File: config.mk
export PLATFORM = sky130hd
export DESIGN_NAME = sm_uart_tx
export DESIGN_NICKNAME = d
export VERILOG_FILES = /design/src/rtl/sm_uart_tx_pkg.sv /design/src/rtl/sm_fifo_sync.sv /design/src/rtl/sm_uart_tx.sv
export SDC_FILE = /design/constraint.sdc
export NUM_CORES = 1
export LEC_CHECK = 0
export BUFFER_PORTS_ARGS = -buffer_cell sky130_fd_sc_hd__buf_2
export CAP_MARGIN = 5
export CORE_UTILIZATION = 40
export CTS_BUF_LIST = sky130_fd_sc_hd__clkbuf_4 sky130_fd_sc_hd__clkbuf_8
export DETAILED_ROUTE_END_ITERATION = 16
export GPL_ROUTABILITY_DRIVEN = 0
export MAX_ROUTING_LAYER = met4
export PLACE_DENSITY = 0.57
export SYNTH_ARGS = -nofsm -noshare
export SYNTH_HDL_FRONTEND = slang
export SYNTH_SLANG_ARGS = --single-unit
File: constraint.sdc
create_clock -name clk -period 3.8 [get_ports clk]
set_clock_uncertainty 0.15 [all_clocks]
set_input_delay 0.76 -clock clk [delete_from_list [all_inputs] [get_ports clk]]
set_output_delay 0.76 -clock clk [all_outputs]
set_load 0.03 [all_outputs]
File: src/rtl/sm_uart_tx_pkg.sv
// sm_uart_tx_pkg
// Shared definitions for the memory-mapped UART transmitter: register
// offsets (addr[3:2]), STATUS bit positions, FSM state encoding and a
// helper that turns a DIVISOR value into a bit length in cycles.
// No ports.
package sm_uart_tx_pkg;

    // Register offsets, selected by addr[3:2]
    localparam logic [1:0] UART_REG_TXDATA  = 2'd0;
    localparam logic [1:0] UART_REG_STATUS  = 2'd1;
    localparam logic [1:0] UART_REG_DIVISOR = 2'd2;
    localparam logic [1:0] UART_REG_CTRL    = 2'd3;

    // STATUS bit positions
    localparam int UART_ST_BUSY    = 0;
    localparam int UART_ST_FULL    = 1;
    localparam int UART_ST_EMPTY   = 2;
    localparam int UART_ST_OVF     = 3;
    localparam int UART_ST_CNT_LSB = 8;

    // Transmit FSM states
    typedef enum logic [1:0] {
        UART_S_IDLE  = 2'd0,
        UART_S_START = 2'd1,
        UART_S_DATA  = 2'd2,
        UART_S_STOP  = 2'd3
    } uart_state_e;

    // A divisor of zero would give a zero-length bit; treat it as one cycle.
    function automatic logic [15:0] bit_cycles(input logic [15:0] div);
        return (div == 16'd0) ? 16'd1 : div;
    endfunction

endpackage

File: src/rtl/sm_fifo_sync.sv
// sm_fifo_sync
// Single-clock FIFO with show-ahead head data, so a consumer can take the
// head word in the same cycle it pops.
// Ports:
//   clk, rst_n          clock, asynchronous active-low reset (flushes pointers)
//   push, push_data     write request; accepted when not full or when a pop
//                       happens in the same cycle
//   pop, pop_data       read request (ignored when empty); pop_data = head
//   full, empty, count  occupancy flags and entry count
module sm_fifo_sync #(
    parameter int WIDTH = 8,
    parameter int DEPTH = 8,
    localparam int AW = $clog2(DEPTH),
    localparam int CW = AW + 1
) (
    input  logic             clk,
    input  logic             rst_n,
    input  logic             push,
    input  logic [WIDTH-1:0] push_data,
    input  logic             pop,
    output logic [WIDTH-1:0] pop_data,
    output logic             full,
    output logic             empty,
    output logic [CW-1:0]    count
);

    logic [WIDTH-1:0] mem [DEPTH];
    logic [AW-1:0]    wr_ptr_reg;
    logic [AW-1:0]    rd_ptr_reg;
    logic [CW-1:0]    count_reg;
    logic             push_do;
    logic             pop_do;

    assign full     = (count_reg == CW'(DEPTH));
    assign empty    = (count_reg == '0);
    assign count    = count_reg;
    assign pop_do   = pop & ~empty;
    // A pop in the same cycle frees the slot, so a push at full still fits.
    assign push_do  = push & (~full | pop_do);
    // Head is read asynchronously so the pop and the data capture coincide.
    assign pop_data = mem[rd_ptr_reg];

    always_ff @(posedge clk) begin
        if (push_do) begin
            mem[wr_ptr_reg] <= push_data;
        end
    end

    // Pointers wrap naturally because DEPTH is a power of two.
    always_ff @(posedge clk or negedge rst_n) begin
        if (!rst_n) begin
            wr_ptr_reg <= '0;
            rd_ptr_reg <= '0;
            count_reg  <= '0;
        end else begin
            if (push_do) begin
                wr_ptr_reg <= wr_ptr_reg + AW'(1);
            end
            if (pop_do) begin
                rd_ptr_reg <= rd_ptr_reg + AW'(1);
            end
            case ({push_do, pop_do})
                2'b10:   count_reg <= count_reg + CW'(1);
                2'b01:   count_reg <= count_reg - CW'(1);
                default: count_reg <= count_reg;
            endcase
        end
    end

endmodule

File: src/rtl/sm_uart_tx.sv
// sm_uart_tx
// Memory-mapped 8N1 UART transmitter (LSB first) with a byte FIFO.
// Registers (addr[3:2]): 0 TXDATA (write pushes), 1 STATUS, 2 DIVISOR, 3 CTRL.
// Ports:
//   clk, rst_n   clock, asynchronous active-low reset
//   sel          address decode hit; qualifies we and gates rdata
//   addr         byte address, only addr[3:2] decoded
//   we, wdata    write strobe and data
//   rdata        combinational read data (0 when sel=0)
//   tx           serial output, idle high
//   irq          only when SM_UART_TX_IRQ_EN is defined: registered
//                irq_en & empty & ~busy
// Optional feature macro: SM_UART_TX_IRQ_EN (adds irq port and CTRL bit1).
module sm_uart_tx
    import sm_uart_tx_pkg::*;
#(
    parameter int          FIFO_DEPTH = 8,
    parameter logic [15:0] DIV_RESET  = 16'd434
) (
    input  logic        clk,
    input  logic        rst_n,
    input  logic        sel,
    input  logic [31:0] addr,
    input  logic        we,
    input  logic [31:0] wdata,
    output logic [31:0] rdata,
    output logic        tx
`ifdef SM_UART_TX_IRQ_EN
    ,
    output logic        irq
`endif
);

    localparam int CW = $clog2(FIFO_DEPTH) + 1;

    logic [1:0]    reg_idx;
    logic          wr_en;
    logic          push_req;
    logic          pop;
    logic [7:0]    head;
    logic          full;
    logic          empty;
    logic [CW-1:0] count;
    logic          busy;
    logic          unused_bits;

    logic [15:0]   div_reg;
    logic          enable_reg;
    logic          overflow_reg;
`ifdef SM_UART_TX_IRQ_EN
    logic          irq_en_reg;
    logic          irq_reg;
`endif

    uart_state_e   state_reg, state_next;
    logic [15:0]   baud_cnt_reg, baud_cnt_next;
    logic [15:0]   bit_len_reg, bit_len_next;
    logic [2:0]    bit_idx_reg, bit_idx_next;
    logic [7:0]    shift_reg, shift_next;
    logic          tx_reg, tx_next;

    assign reg_idx     = addr[3:2];
    assign wr_en       = sel & we;
    assign push_req    = wr_en && (reg_idx == UART_REG_TXDATA);
    assign busy        = (state_reg != UART_S_IDLE);
    assign tx          = tx_reg;
    assign unused_bits = ^{addr[31:4], addr[1:0], wdata[31:16]};

    sm_fifo_sync #(
        .WIDTH (8),
        .DEPTH (FIFO_DEPTH)
    ) u_fifo (
        .clk       (clk),
        .rst_n     (rst_n),
        .push      (push_req),
        .push_data (wdata[7:0]),
        .pop       (pop),
        .pop_data  (head),
        .full      (full),
        .empty     (empty),
        .count     (count)
    );

    // Control/status registers
    always_ff @(posedge clk or negedge rst_n) begin
        if (!rst_n) begin
            div_reg      <= DIV_RESET;
            enable_reg   <= 1'b0;
            overflow_reg <= 1'b0;
`ifdef SM_UART_TX_IRQ_EN
            irq_en_reg   <= 1'b0;
`endif
        end else begin
            if (wr_en && reg_idx == UART_REG_DIVISOR) begin
                div_reg <= wdata[15:0];
            end
            if (wr_en && reg_idx == UART_REG_CTRL) begin
                enable_reg <= wdata[0];
`ifdef SM_UART_TX_IRQ_EN
                irq_en_reg <= wdata[1];
`endif
            end
            // Pushes and STATUS writes target different offsets, never both.
            if (push_req && full && !pop) begin
                overflow_reg <= 1'b1;
            end else if (wr_en && reg_idx == UART_REG_STATUS && wdata[UART_ST_OVF]) begin
                overflow_reg <= 1'b0;
            end
        end
    end

`ifdef SM_UART_TX_IRQ_EN
    always_ff @(posedge clk or negedge rst_n) begin
        if (!rst_n) begin
            irq_reg <= 1'b0;
        end else begin
            irq_reg <= irq_en_reg & empty & ~busy;
        end
    end
    assign irq = irq_reg;
`endif

    // Transmit FSM state register; tx resets high so the line idles at once.
    always_ff @(posedge clk or negedge rst_n) begin
        if (!rst_n) begin
            state_reg    <= UART_S_IDLE;
            baud_cnt_reg <= '0;
            bit_len_reg  <= 16'd1;
            bit_idx_reg  <= '0;
            shift_reg    <= '0;
            tx_reg       <= 1'b1;
        end else begin
            state_reg    <= state_next;
            baud_cnt_reg <= baud_cnt_next;
            bit_len_reg  <= bit_len_next;
            bit_idx_reg  <= bit_idx_next;
            shift_reg    <= shift_next;
            tx_reg       <= tx_next;
        end
    end

    // Next-state logic. tx is registered, so each branch sets the line level
    // that the following bit period will show.
    always_comb begin
        state_next    = state_reg;
        baud_cnt_next = baud_cnt_reg;
        bit_len_next  = bit_len_reg;
        bit_idx_next  = bit_idx_reg;
        shift_next    = shift_reg;
        tx_next       = tx_reg;
        pop           = 1'b0;
        unique case (state_reg)
            UART_S_IDLE: begin
                tx_next = 1'b1;
                if (enable_reg && !empty) begin
                    pop           = 1'b1;
                    shift_next    = head;
                    // The divisor is frozen for the whole frame here.
                    bit_len_next  = bit_cycles(div_reg);
                    baud_cnt_next = bit_cycles(div_reg) - 16'd1;
                    state_next    = UART_S_START;
                    tx_next       = 1'b0;
                end
            end
            UART_S_START: begin
                if (baud_cnt_reg == '0) begin
                    baud_cnt_next = bit_len_reg - 16'd1;
                    bit_idx_next  = '0;
                    state_next    = UART_S_DATA;
                    tx_next       = shift_reg[0];
                end else begin
                    baud_cnt_next = baud_cnt_reg - 16'd1;
                end
            end
            UART_S_DATA: begin
                if (baud_cnt_reg == '0) begin
                    baud_cnt_next = bit_len_reg - 16'd1;
                    if (bit_idx_reg == 3'd7) begin
                        state_next = UART_S_STOP;
                        tx_next    = 1'b1;
                    end else begin
                        bit_idx_next = bit_idx_reg + 3'd1;
                        shift_next   = {1'b0, shift_reg[7:1]};
                        tx_next      = shift_reg[1];
                    end
                end else begin
                    baud_cnt_next = baud_cnt_reg - 16'd1;
                end
            end
            UART_S_STOP: begin
                if (baud_cnt_reg == '0) begin
                    state_next = UART_S_IDLE;
                    tx_next    = 1'b1;
                end else begin
                    baud_cnt_next = baud_cnt_reg - 16'd1;
                end
            end
            default: begin
                state_next = UART_S_IDLE;
                tx_next    = 1'b1;
            end
        endcase
    end

    // Read mux
    always_comb begin
        rdata = '0;
        if (sel) begin
            case (reg_idx)
                UART_REG_STATUS: begin
                    rdata[UART_ST_BUSY]                    = busy;
                    rdata[UART_ST_FULL]                    = full;
                    rdata[UART_ST_EMPTY]                   = empty;
                    rdata[UART_ST_OVF]                     = overflow_reg;
                    rdata[UART_ST_CNT_LSB +: 8]            = 8'(count);
                end
                UART_REG_DIVISOR: rdata[15:0] = div_reg;
                UART_REG_CTRL: begin
                    rdata[0] = enable_reg;
`ifdef SM_UART_TX_IRQ_EN
                    rdata[1] = irq_en_reg;
`endif
                end
                default: rdata = '0;
            endcase
        end
    end

endmodule
==> results.cfg, run 1 <==
[run_status]
status = completed

[detailed_routing]
routed-via-count = 5050
vias_per_cell = 5.46
first_iter_violations = 309
wl_per_cell_um = 18.2
wirelength_um = 16800
dr.pass1.iters = 5
drcViolationCount = 0
ant_nets = 0

[power_and_ir_drop]
clkPwrFrac_pct = 20.8
p_sw_share_pct = 41.9
pwr-share-seq_pct = 40.1
pwr-share-comb_pct = 39.1
p_per_area_nw_per_um2 = 737
p_leak_nw = 3.28
p_switching_mw = 2.53
internal-power_mw = 3.51
ir_drop_mv = 0.338

[critical_path]
timing.rr.start = div_reg[10]
rrSetupSlack_ns = 0.58
cp.required_ns = 4.00
r2r-end = baud_cnt_reg[12]
worst-path-stages = 11
max_stage_delay_ns = 0.56
cp_data_arrival_time_ns = 3.42
crit_chain = nor4_1 > and4b_1 > a31oi_1 > ha_1 > nor4b_1 > buf_4 > nand3_1 > xor2_1 > nor2_1 > o31a_1 > o32a_1
endpoint_kind = register
startpoint_type = register
crit_path_top_delay_cell = nor4_1
critPathTopFamily = simple AND/OR/NAND/NOR gates
cp_num_buf_inv = 1
ff2ff_path_depth = 11
crit_fanout = 6
critPathKind = reg2reg

[clock_network]
htree_levels = 4
cts-root-buf = clkbuf_8
cts_buffer_depth = 2
clkLatencyLatePin_ns = 0.46
path_clk_slew_ns = 0.10
cts_buffers = 17
cts_hold_buffers = 0
cts_sinks = 138
cts-resized-gates = 0
cts_tree = yes
cts_setup_buffers = 0

[timing]
tightestPinTransition_ns = 0.977
finalCriticalPeriod_ns = 3.22
max_freq_mhz = 311
drv_slew = 0
finalSetupViolCount = 0
worst_slack_ns = 0.583
setup_tns_ns = 0
final_hold_viol_count = 0
relSlewSlack_pct = 34.8
timing.final.crit_share_pct = 84.7
rsz0062_at_grt = no

[hold_path]
hp-class = in2async

[yosys]
synthArstFlopShare_pct = 53.6
synth_ff_type = dfrtp_1
synth.cell_area_um2 = 7370
netlist_instances = 643
synth_edf_count = 64
ys_ff_latch = 138
yosysTopAreaCell = edfxtp_1
netlist.area_leader.share_pct = 26.1
ys_top_cells_by_area = edfxtp_1 (26%), dfrtp_1 (23%), mux4_2 (4.9%)
postSynthAreaPerCell_um2 = 11.5
ys_seq_area_share_pct = 51.3
synth_warnings = 0
ys_types = 69

[grt]
antenna_found_initial = 0
grt_pass1_vias = 5090
grt_pass1_wl_um = 27500
grt_max_degree = 75
grt_usage_pct = 20.1
gr-total-overflow = 0

[floorplanning]
num_rows = 49
ios = 101
fp.dieW_um = 138
die_y_um = 138
core_um2 = 18000
start_util_pct = 40.9
dieArea_um2 = 19000

[finish]
largest_register_ffs = 64
mostFrequentLayoutCells = nand2_1 (89), dfrtp_1 (67), edfxtp_1 (64), nor2_1 (38), buf_2 (37)
mostFrequentLayoutCell = nand2_1
syn_to_final_growth_pct = 11.3
final_area_um2 = 8200
nets = 772
final_cells = 925
largest-register = u_fifo.mem
diodes = 0
layout-drive-gt1-share_pct = 22.0

[flow_run]
drv_cap = 0

[place]
dp.cells = 893
io_buffers = 38
place_area_um2 = 7770
preCtsSetupSlack_ns = 0.591
dp_hpwl_um = 11700
==> metal layers <==
layer  vias up  wire length [µm]  global-route usage [%]
met1      2504              7740                    25.7
met3        23               616                    3.46
met4         0               231                    6.94
met2       111              8200                    32.1
met5         -                 0                       -
li1       2412                 -                       -
==> power groups by stage <==
stage / Sequential, mW / Combinational, mW / Clock (mW)
floorplan: 2.21 / 1.99 / 0
global placement: 2.43 / 2.31 / 0
detailed placement: 2.45 / 2.35 / 0
CTS: 2.42 / 2.36 / 1.29
global route: 2.49 / 2.62 / 1.35
finish: 2.42 / 2.36 / 1.25
==> worst max path at each step <==
stage | endpoint | start | slack [ns]
after CTS | baud_cnt_reg[12] | div_reg[10] | 0.57
after detailed placement | baud_cnt_reg[12] | div_reg[10] | 0.59
after floorplan | baud_cnt_reg[14] | div_reg[8] | 0.74
after global routing | baud_cnt_reg[12] | div_reg[10] | 0.39
after global placement | baud_cnt_reg[12] | div_reg[10] | 0.66
final | baud_cnt_reg[12] | div_reg[10] | 0.58
==> kinds of logic after synthesis <==
family                   count (synthesis)  share of synthesized area [%]
adder cells (fa/ha/maj)                 21                           3.57
flip-flops                             138                           51.3
AO/OA/AOI/OAI                          101                           9.64
buffers and inverters                   69                           4.74
XOR/XNOR                                44                           5.23
AND/OR/NAND/NOR                        212                           14.5
other                                    1                         0.0509
multiplexers                            57                           11.0
==> per-stage QoR <==
| stage | power (mW) | util, % | hold WS (ns) |
|---|---|---|---|
| after floorplan | 4.20 | - | 0.299 |
| after global routing | 6.47 | 45.5 | 0.350 |
| after detailed placement | 4.80 | 43.1 | 0.332 |
| final | 6.04 | 45.5 | 0.276 |
| after CTS | 6.08 | 45.5 | 0.319 |
| after global placement | 4.74 | 43.1 | 0.320 |
==> worst register-to-register path, delay by kind of cell, from the launching register on <==
family | cells | cell delay, ns
compound gates | 3 | 0.63
buf+inv | 1 | 0.17
fa+ha+maj | 1 | 0.28
simple gates | 5 | 1.28
flops | 1 | 0.46
xor+xnor | 1 | 0.14
==> synth_stat cells (all sizes together) (13+ instances only) <==
cell	count
ha	21
xnor2	25
dfrtp	67
nand2	89
clkbuf	22
mux2	28
nor3	17
xor2	19
mux4	16
o21ai	30
buf	29
nor2	41
inv	17
mux2i	13
edfxtp	64
==> area by class of cell <==
class	count	area, µm²
Clock buffer	17	234
Clock inverter	15	196
Fill cell	1681	9820
Inverter	18	67.6
Multi-Input combinational cell	451	3300
Sequential cell	138	3780
Tap cell	229	287
Timing Repair Buffer	57	335
Note: power is estimated with default switching activity, not from simulation.
==> inputs of run 2 (changes only) <==
- PLACE_DENSITY: 0.57 -> 0.59
- clock period: 3.8 -> 2.9 ns (I/O delays scaled with it)
==> run 2 against run 1 <==
Hold slack got worse by 0.17 ns. Core utilization rose by 1.7 points. Critical path depth shrank 5. Flip-flop and latch count unchanged. Die area unchanged. Clock-buffer cell count unchanged. Routed wire length is 2.5% higher. Register-to-register slack worse by 0.48 ns. Critical endpoint is now rdata[0].
==> results.cfg, run 2 (synthesis results as in run 1) <==
[run_status]
status = completed

[detailed_routing]
dr.pass1.iters = 5
wirelength_um = 17200
wl_per_cell_um = 17.9
first_iter_violations = 333
vias_per_cell = 5.46
drcViolationCount = 0
ant_nets = 0
routed-via-count = 5249

[finish]
regArea_um2 = 3780
largest-register = u_fifo.mem
mostFrequentLayoutCell = nand2_1
multiInputGateArea_um2 = 3340
n_fill_cell = 1670
layout-drive-gt1-share_pct = 27.0
largest_register_ffs = 64
mostFrequentLayoutCells = nand2_1 (89), dfrtp_1 (67), edfxtp_1 (64), buf_4 (56), nor2_1 (38)
diodes = 0
nets = 809
syn_to_final_growth_pct = 15.4
final_area_um2 = 8510
final_util_pct = 47.2

[floorplanning]
start_util_pct = 40.9
ios = 101
dieArea_um2 = 19000
die_y_um = 138
fp.dieW_um = 138
num_rows = 49
core_um2 = 18000

[power_and_ir_drop]
ir_drop_mv = 0.434
p_leak_nw = 3.45
p_per_area_nw_per_um2 = 961

[timing]
setup_tns_ns = 0
drv_slew = 0
final_hold_viol_count = 0
tightestPinTransition_ns = 0.931
finalCriticalPeriod_ns = 2.82
finalSetupViolCount = 0
relSlewSlack_pct = 38.0
rsz0062_at_grt = no
timing.final.crit_share_pct = 97.3
max_freq_mhz = 354

[grt]
grt_max_degree = 75
grt_usage_pct = 20.7
grt_pass1_wl_um = 28700
gr-total-overflow = 0
antenna_found_initial = 0
grt_pass1_vias = 5519

[clock_network]
cts_sinks = 138
cts-root-buf = clkbuf_8
cts_tree = yes
path_clk_slew_ns = 0.10
htree_levels = 4
cts_buffer_depth = 2
clkLatencyLatePin_ns = 0.46
cts_buffers = 17

[critical_path]
max_stage_delay_ns = 0.41
crit_top_cell = inv_1
cp.required_ns = 2.17
crit_path_top_delay_cell = dfrtp_1
crit_fanout = 5
startpoint_type = register
crit_chain = inv_1 > ha_2 > inv_1 > a222oi_1 > nor3b_1 > buf_2
cp_data_arrival_time_ns = 2.09
critPathKind = reg2out
cp_num_buf_inv = 3
endpoint_kind = output pin
critPathTopFamily = buffers and inverters

[flow_run]
drv_cap = 0

[hold_path]
hp-class = in2async

[place]
dp_hpwl_um = 12400
io_buffers = 38
place_area_um2 = 8040
run 2: cell count changes in the layout (fill, tap and decap cells not counted), sizes merged:
cell / delta
inv: +1
clkinv: -4
clkinvlp: +3
buf: +37
run 2: area by class of cell:
cell class | instances | area share [%]
Clock inverter | 15 | 2.12
Sequential cell | 138 | 44.5
Multi-Input combinational cell | 451 | 39.3
Tap cell | 229 | 3.37
Timing Repair Buffer | 94 | 7.25
Inverter | 18 | 0.794
Clock buffer | 17 | 2.75
run 2: per-stage QoR:
step                      cells  setup WS [ns]  hold slack [ns]  power [mW]
after floorplan             658         0.0225            0.134        5.50
after global placement      928         0.0873            0.322        6.44
after detailed placement    928         0.0565            0.332        6.54
after CTS                   960         0.0312            0.137        8.16
after global routing        962        0.00362            0.174        8.75
final                       962         0.0775            0.107        8.18
run 2: repair_timing:
item | CTS | global route
pin swaps | 0 | 1
hold endpoints to repair | 0 | 0
setup endpoints to repair | 1 | 17
resized for setup | 1 | 9
hold buffers | 0 | 0
buffers inserted | 0 | 2
run 2: final timing paths:
check	startpoint	endpoint	slack, ns	cells after the start
worst max-delay path	state_reg[0]	rdata[0]	0.08	6
min in group clk	wdata[10]	div_reg[10]	0.20	2
worst min-delay path	rst_n	baud_cnt_reg[15]	0.11	1
worst max register to register	div_reg[0]	baud_cnt_reg[13]	0.10	6
max in group asynchronous	rst_n	shift_reg[3]	1.89	1
worst min register to register	overflow_reg	overflow_reg	0.35	2
run 2: report_power, final:
part | switching [mW] | internal (mW) | total (mW)
sequential | 0.498 | 2.50 | 3.00
combinational | 1.93 | 1.65 | 3.58
clock | 0.936 | 0.660 | 1.60
total | 3.36 | 4.81 | 8.18
run 2: per-layer routing:
metal	part of all wire (%)	vias up	GRT usage, %	wire, µm
li1	-	2484	-	-
met1	46	2643	26.1	7990
met2	49	107	33.5	8400
met3	3.5	15	4.01	600
met4	1.2	0	6.70	212
met5	0	-	-	0
==> inputs of run 3 (changes only) <==
- ABC_AREA: not set -> 1
- PLACE_DENSITY: 0.59 -> 0.57
- clock period: 2.9 -> 2.65 ns (I/O delays scaled with it)
==> run 3 against run 2 <==
First-iteration DRC count increased by 57%. Critical path depth increased by 1. Critical path type unchanged. Largest cell class unchanged. Synthesized cell count grew 45%. Synthesized area is 4.4% higher. Register-to-register slack better by 0.06 ns. Die area is 4.4% higher.
==> results.cfg, run 3 <==
[run_status]
status = completed

[grt]
met2_usage_pct = 31.4
antenna_found_initial = 0
gr-usage-met3_pct = 3.63
grt_use_met1_pct = 28.9
grt_pass1_vias = 5790
gr-total-overflow = 0
grt_busiest_layer = met2
grt_usage_pct = 20.8
grt_max_degree = 40
grt_pass1_wl_um = 30600

[yosys]
ys_ff_latch = 138
yosysTopAreaCell = edfxtp_1
synthArstFlopShare_pct = 53.6
ys_top_cells_by_area = edfxtp_1 (25%), dfrtp_1 (22%), nand2_1 (10%)
synth_warnings = 0
synth_ff_type = dfrtp_1
postSynthAreaPerCell_um2 = 8.26
synth.cell_area_um2 = 7700
synthMuxAreaShare_pct = 0
ys_seq_area_share_pct = 49.1
synth.most_common_cell = nand2_1
synthSimpleGateAreaFrac_pct = 23.9
netlist_instances = 932
synthXorXnorAreaFrac_pct = 2.73
synth_top_family_by_area = simple AND/OR/NAND/NOR gates
ys_types = 42
synth_commonest_cells = nand2_1 (214), nor2_1 (126), inv_1 (91)
synth-adder-area-share_pct = 3.41
synth_compound_gate_area_share_pct = 12.9
synth_edf_count = 64
netlist.area_leader.share_pct = 25.0

[finish]
final_area_um2 = 8780
nets = 1094
syn_to_final_growth_pct = 14.1
diodes = 0
mostFrequentLayoutCell = nand2_1
largest_register_ffs = 64
layout-drive-gt1-share_pct = 16.2
mostFrequentLayoutCells = nand2_1 (214), nor2_1 (123), inv_1 (89), o21ai_0 (88), dfrtp_1 (67)
largest-register = u_fifo.mem

[hold_path]
hold_depth = 3
hp-class = in2reg

[critical_path]
rrSetupSlack_ns = 0.16
worst-path-stages = 7
crit_fanout = 4
critPathTopFamily = flip-flops
cp_data_arrival_time_ns = 1.88
crit_top_cell = buf_4
crit_chain = inv_2 > ha_1 > buf_4 > o22ai_2 > a21oi_1 > nor3b_2 > buf_4
startpoint_type = register
max_stage_delay_ns = 0.40
crit_path_top_delay_cell = dfrtp_1
ff2ff_path_depth = 14
critPathKind = reg2out
endpoint_kind = output pin
cp_num_buf_inv = 3
cp.required_ns = 1.97

[power_and_ir_drop]
pwr-share-comb_pct = 45.4
p_leak_nw = 3.93
clkPwrFrac_pct = 19.0
ir_drop_mv = 0.400
p_switching_mw = 4.20
p_sw_share_pct = 46.0
pwr-share-seq_pct = 35.7
p_total_mw = 9.13
internal-power_mw = 4.92
p_per_area_nw_per_um2 = 1040

[clock_network]
htree_levels = 4
clkLatencyLatePin_ns = 0.45
cts_tree = yes
cts_buffer_depth = 2
cts-root-buf = clkbuf_8
cts_buffers = 17
path_clk_slew_ns = 0.10
cts_sinks = 138

[detailed_routing]
wl_per_cell_um = 15.3
dr.pass1.iters = 5
vias_per_cell = 5.04
first_iter_violations = 522
wirelength_um = 19100
ant_nets = 0
routed-via-count = 6306
drcViolationCount = 0

[floorplanning]
dieArea_um2 = 19800
ios = 101
fp.dieW_um = 141
die_y_um = 141
core_um2 = 18800
start_util_pct = 41.0
num_rows = 50

[timing]
finalSetupViolCount = 0
final_hold_viol_count = 0
timing.final.crit_share_pct = 96.7
tightestPinTransition_ns = 0.525
relSlewSlack_pct = 65.0
drv_slew = 0
finalCriticalPeriod_ns = 2.56
max_freq_mhz = 390

[place]
place_area_um2 = 8280
io_buffers = 38
dp_hpwl_um = 13600

[flow_run]
drv_cap = 0
[run 3: worst paths after layout]
check,startpoint,end
max,state_reg[0],rdata[0]
min,wdata[8],div_reg[8]
max reg2reg,div_reg[6],baud_cnt_reg[14]
min reg2reg,div_reg[0],div_reg[0]
max in group asynchronous,rst_n,div_reg[1]
min in group asynchronous,rst_n,bit_idx_reg[2]
[run 3: per-layer routing]
metal | vias to the layer above | share of wire (%)
met5 | - | 0
met4 | 0 | 0.93
met1 | 2976 | 50
li1 | 3188 | -
met3 | 15 | 4.0
met2 | 127 | 45
[run 3: stage by stage]
stage	cells	setup WS [ns]	hold WS (ns)	TNS [ns]	util, %
CTS	1245	0.0166	0.144	0	46.3
finish	1252	0.0869	0.170	0	46.8
detailed placement	1212	0.105	0.333	0	44.1
global placement	1212	0.183	0.322	0	44.1
floorplan	947	0.00524	0.0844	0	-
global route	1252	-0.0189	0.143	-0.0189	46.8
[run 3: worst register-to-register path, delay by kind of cell, from the launching register on]
family	cells	cell delay [ns]
adder cells (fa/ha/maj)	1	0.22
AND/OR/NAND/NOR	8	0.95
flip-flops	1	0.44
buffers and inverters	2	0.21
XOR/XNOR	1	0.21
AO/OA/AOI/OAI	2	0.24
[run 3: logic make-up (layout without fill, tap and decap cells)]
family / count (synthesis) / after routing
other: 1 / 16
AOI/OAI and AO/OA: 176 / 176
and+or+nand+nor: 434 / 434
buffers and inverters: 138 / 209
xor gates and xnor gates: 24 / 24
adders and majority gates: 21 / 21
DFF: 138 / 138
[run 3: cell type report]
| type | count | area [µm²] |
|---|---|---|
| tap | 234 | 293 |
| fill | 1854 | 9990 |
| inverter | 95 | 357 |
| clock inverter | 15 | 173 |
| clock buffer | 17 | 234 |
| multi-input combinational | 671 | 3400 |
| timing repair buffer | 82 | 541 |
| sequential | 138 | 3780 |
[run 3: power groups by stage]
stage | sequential [mW] | combinational, mW | clock, mW
floorplan | 3.18 | 3.01 | 0
global placement | 3.28 | 4.00 | 0
detailed placement | 3.29 | 4.04 | 0
CTS | 3.25 | 4.07 | 1.78
global route | 3.33 | 4.70 | 1.87
finish | 3.25 | 4.14 | 1.73
[run 3: what timing repair did]
action / in CTS / in global routing
resized for setup: 1 / 13
gates cloned: 0 / 0
hold buffers: 1 / 0
pin swaps: 0 / 3
buffers inserted: 0 / 7
endpoints found under the hold margin: 33 / 0
setup endpoints to repair: 1 / 8
